**config.mk**
```make
export PLATFORM = sky130hd
export DESIGN_NAME = apb_arbiter
export DESIGN_NICKNAME = d
export VERILOG_FILES = /design/src/rtl/apb_arbiter.sv
export SDC_FILE = /design/constraint.sdc
export NUM_CORES = 1
export LEC_CHECK = 0
export ABC_AREA = 0
export CAP_MARGIN = 20
export CORE_AREA = 2 2 126 128
export CTS_CLUSTER_SIZE = 10
export DETAILED_ROUTE_END_ITERATION = 16
export DIE_AREA = 0 0 128 130
export HOLD_SLACK_MARGIN = 0.08
export SLEW_MARGIN = 5
export SYNTH_ARGS = -nofsm -noshare
export SYNTH_HDL_FRONTEND = slang
export SYNTH_SLANG_ARGS = --single-unit
export TNS_END_PERCENT = 1
```
**constraint.sdc**
```tcl
create_clock -name clock -period 1.75 [get_ports clock]
set_input_delay 0.4375 -clock clock [delete_from_list [all_inputs] [get_ports clock]]
set_output_delay 0.4375 -clock clock [all_outputs]
set_load 0.02 [all_outputs]
```
**src/rtl/apb_arbiter.sv**
```systemverilog
// apb_arbiter: round-robin 2:1 APB arbiter sharing one downstream completer.
// Define APB_ARB_TIMEOUT_EN to enable the ACCESS-phase watchdog (limit TIMEOUT).
module apb_arbiter #(
  parameter int TIMEOUT = 1024
) (
  input  logic        clock,
  input  logic        reset,
  input  logic [31:0] in0_paddr,
  input  logic        in0_psel,
  input  logic        in0_penable,
  input  logic [2:0]  in0_pprot,
  input  logic        in0_pwrite,
  input  logic [31:0] in0_pwdata,
  input  logic [3:0]  in0_pstrb,
  output logic        in0_pready,
  output logic [31:0] in0_prdata,
  output logic        in0_pslverr,
  input  logic [31:0] in1_paddr,
  input  logic        in1_psel,
  input  logic        in1_penable,
  input  logic [2:0]  in1_pprot,
  input  logic        in1_pwrite,
  input  logic [31:0] in1_pwdata,
  input  logic [3:0]  in1_pstrb,
  output logic        in1_pready,
  output logic [31:0] in1_prdata,
  output logic        in1_pslverr,
  output logic [31:0] out_paddr,
  output logic        out_psel,
  output logic        out_penable,
  output logic [2:0]  out_pprot,
  output logic        out_pwrite,
  output logic [31:0] out_pwdata,
  output logic [3:0]  out_pstrb,
  input  logic        out_pready,
  input  logic [31:0] out_prdata,
  input  logic        out_pslverr
);
  typedef enum logic [1:0] {IDLE, SETUP, ACCESS} state_t;
  state_t state_q, state_d;
  logic gnt_q, gnt_d, prio_q, prio_d;
  logic busy, acc, done, abort;
  logic unused;
  assign acc  = state_q == ACCESS;
  assign busy = state_q == SETUP || acc;
  assign done = acc && (out_pready || abort);
  // Upstream penable is not needed: sequencing is regenerated downstream.
  assign unused = ^{in0_penable, in1_penable, TIMEOUT[0]};
`ifdef APB_ARB_TIMEOUT_EN
  logic [15:0] cnt_q, cnt_d;
  assign abort = acc && !out_pready && cnt_q == 16'(TIMEOUT - 1);
  assign cnt_d = state_q == SETUP ? '0 : (acc && !out_pready) ? cnt_q + 16'd1 : cnt_q;
  always_ff @(posedge clock or posedge reset)
    if (reset) cnt_q <= '0;
    else cnt_q <= cnt_d;
`else
  assign abort = 1'b0;
`endif
  always_comb begin
    state_d = IDLE;
    gnt_d   = gnt_q;
    prio_d  = prio_q;
    case (state_q)
      IDLE: if (in0_psel || in1_psel) begin
        state_d = SETUP;
        gnt_d   = (in0_psel && in1_psel) ? prio_q : in1_psel;
      end
      SETUP: state_d = ACCESS;
      ACCESS: if (done) prio_d = ~gnt_q;
              else state_d = ACCESS;
      default: state_d = IDLE;
    endcase
  end
  always_ff @(posedge clock or posedge reset)
    if (reset) begin
      state_q <= IDLE;
      gnt_q   <= 1'b0;
      prio_q  <= 1'b0;
    end else begin
      state_q <= state_d;
      gnt_q   <= gnt_d;
      prio_q  <= prio_d;
    end
  assign out_psel    = busy;
  assign out_penable = acc;
  assign out_paddr   = busy ? (gnt_q ? in1_paddr  : in0_paddr)  : '0;
  assign out_pprot   = busy ? (gnt_q ? in1_pprot  : in0_pprot)  : '0;
  assign out_pwrite  = busy && (gnt_q ? in1_pwrite : in0_pwrite);
  assign out_pwdata  = busy ? (gnt_q ? in1_pwdata : in0_pwdata) : '0;
  assign out_pstrb   = busy ? (gnt_q ? in1_pstrb  : in0_pstrb)  : '0;
  // An aborted transfer reports an error with zero read data.
  assign in0_pready  = done && !gnt_q;
  assign in1_pready  = done && gnt_q;
  assign in0_prdata  = (acc && !gnt_q && !abort) ? out_prdata : '0;
  assign in1_prdata  = (acc && gnt_q && !abort) ? out_prdata : '0;
  assign in0_pslverr = acc && !gnt_q && (out_pslverr || abort);
  assign in1_pslverr = acc && gnt_q && (out_pslverr || abort);
endmodule

```
==> impl_metrics.csv <==
group,metric,value,unit
status,status,"finished with violations",
status,violations,"negative setup slack",
sta,rsz0062_at_grt,"yes",
setup_path,arrival,1580,ps
setup_path,cpMostUsedCell,"buf_12",
synth,synth_edf_count,0,
route,antenna_left,0,
sta,fin_ws,-265,ps
synth,synthTopCellsByCount,"72 x mux2i_1, 72 x nor2b_1, 34 x and3_1, 33 x and2_1, 10 x clkbuf_1",
setup_path,path_max_fanout,8,
cells_and_area,syn_to_final_growth,202,%
synth,syn-num-nets,443,
floorplanning,die_w,128,um
cells_and_area,regArea,104,um2
global_route,grt_use_met3,3.24,%
floorplanning,dieArea,16600,um2
sta,maxSlewViolCount,0,
synth,syn_area,2030,um2
global_route,top_usage_layer,"met2",
sta,min_period,2020,ps
placed_design,pre_cts_slack,-491,ps
sta,setup_viol,141,
cells_and_area,multi_input_comb_area,2070,um2
floorplanning,start_util,13.2,%
setup_path,crit_path_end_kind,"output pin",
synth,yosysSeqAreaShare,4.93,%
power,seq_power_share,2.4,%
route,routed_wl,12.6,mm
sta,hold_viol,0,
placed_design,io_buffers,323,
route,drcViolationCount,0,
setup_path,cp_cell_sequence,"buf_12 > buf_12 > mux2i_2 > nor2b_2 > buf_4",
cts,worst_skew_pair.late_latency,230,ps
global_route,met1_usage,13.6,%
global_route,grt_use_met2,25.8,%
sta,fin_setup_tns,-25130,ps
global_route,antenna_found_initial,0,
setup_path,cpMaxStageDelayCell,"dfrtp_4",
floorplanning,io_pins,326,
sta,fmax,496,MHz
power,p_per_area,1680,nW/um2
cells_and_area,final_util,39.7,%
floorplanning,coreArea,15400,um2
cells_and_area,drive_gt1_share,51.9,%
cts,clockBufferDepth,2,
setup_path,cp.required,1310,ps
route,drtIter0Drc,58,
placed_design,place_area,5670,um2
global_route,grt_pass1_vias,3135,
flow_run,max-cap-violations,0,
power,p_comb_share,94.1,%
sta,fin_crit_sh,115,%
route,wl_per_cell,16.1,um
synth,postSynthAreaPerCell,7.90,um2
power,p_switching,4.58,mW
power,power_frac_clock,3.6,%
synth,synth_top_area_cell,"mux2i_1",
global_route,grt_max_degree,36,
synth,synth_top_area_share,35.5,%
sta,slew_headroom,82.4,%
synth,ys.flop_type,"dfrtp_1",
cells_and_area,fillers,1574,
route,viasPerCell,4.07,
power,p_leak,2.88,nW
setup_path,worstSetupStartpointType,"flip-flop",
route,via_count,3173,
floorplanning,rows,46,
cts,root_buffer,"clkbuf_16",
placed_design,dp_hpwl,9.55,mm
global_route,grt_pass1_wl,16.9,mm
global_route,grt_overflow,0,
cts,cts.sinks,4,
setup_path,slowest_delay,560,ps
power,sw_frac_of_total,44.6,%
power,ir_worst_vdd,0.842,mV
floorplanning,die_h,130,um
synth,postSynthCellCount,257,
min_path,hp-class,"primary input to asynchronous set/reset pin",
cts,cts_tree,"yes",
cts,numCtsBuffers,3,
cts,path_clk_slew,30,ps
synth,async_flop_share,100,%
synth,ys_ff_latch,4,
synth,synthTopCellsByArea,"mux2i_1 35%, nor2b_1 22%, and3_1 10%",
power,p_int,5.70,mW
sta,tightest_slew,259,ps
cells_and_area,final_area,6130,um2
synth,yosysWarnings,0,
setup_path,crit_family,"flip-flops",
setup_path,crit_buf_inv,3,
route,first_pass_iters,4,
cells_and_area,n_antenna_cell,0,
sta,skew,5.83,ps
synth,post_synth_num_cell_types,22,
setup_path,path_class,"flip-flop to output pin",
global_route,gr-usage-all-layers,12.9,%
placed_design,gp_congestion,0.850,
cells_and_area,nets,775,
cts,cts_max_level,1,
routing by layer:
metal	routed length, um	share of wire, %	vias to the layer above
met3	884	7.0	14
met5	0	0	-
li1	-	-	1529
met2	7030	56	159
met1	4500	36	1471
met4	170	1.4	0
worst reg2reg max path, delay by kind of cell (launching register included):
kind / cells / cell delay (ps)
buffers and inverters: 2 / 290
flip-flops: 1 / 420
adder cells (fa/ha/maj): 1 / 200
AO/OA/AOI/OAI: 1 / 230
AND/OR/NAND/NOR: 1 / 130
cells by family after synthesis:
logic type / share of synthesized area (%)
adders and majority gates: 1.23
AOI/OAI and AO/OA: 1.66
DFF: 4.93
buffers and inverters: 12.3
muxes: 35.5
and+or+nand+nor: 44.4
metrics by stage:
step	instances	total power, mW	hold WS, ps
2_1_floorplan	257	5.15	204
3_3_place_gp	763	8.65	495
3_5_place_dp	763	8.70	497
4_1_cts	772	9.60	437
5_1_grt	780	10.8	449
6_report	780	10.3	423
layout by cell type, fill, tap and decap left out, types with 2 or more instances in the layout:
master	Yosys	layout
and2_1	33	2
dfrtp_1	4	3
mux2i_2	0	19
nor2b_2	0	68
buf_4	1	44
and3_1	34	34
buf_6	7	77
and2_4	0	31
nor2b_1	72	2
buf_12	0	10
nand2_1	2	2
nor2b_4	1	3
mux2i_1	72	51
clkbuf_16	0	7
buf_2	1	31
mux2i_4	0	2
inv_2	0	2
clkdlybuf4s50_1	0	181
buf_16	0	3
buf_8	7	2
ha_4	0	2
state kept, by name, indices dropped and copies added, names as in the netlist:
signal / count
prio_q: 1
state_q: 2
gnt_q: 1
area by class of cell:
type                    count  area share [%]
clock buffers               4            1.29
inverters                   3           0.184
multi-input cells         223            33.8
flip-flops and latches      4            1.69
well taps                 192            3.92
repair buffers            354            59.1
what timing repair did:
| action | 4_1_cts | 5_1_grt |
|---|---|---|
| endpoints found under the setup margin | 142 | 142 |
| resized for setup | 659 | 167 |
| hold buffers | 0 | 0 |
| gates cloned | 3 | 5 |
| pin swaps | 1 | 23 |
| setup buffers | 2 | 3 |
final timing paths:
kind / from / end / slack (ps) / depth (start not counted)
worst max-delay path: gnt_q / out_paddr[26] / -270 / 5
max in group asynchronous: reset / gnt_q / 1160 / 2
worst max register to register: state_q[1] / prio_q / 370 / 5
worst min register to register: prio_q / prio_q / 540 / 1
worst min-delay path: reset / gnt_q / 420 / 2
min in group clock: prio_q / prio_q / 540 / 1
power groups by stage:
stage	clock [mW]	combinational, mW	sequential (mW)
CTS	0.375	9.00	0.223
global placement	0	8.45	0.202
global route	0.383	10.2	0.253
finish	0.366	9.67	0.242
floorplan	0	4.99	0.157
detailed placement	0	8.50	0.203
No activity file was read; power rests on OpenSTA's default activity.
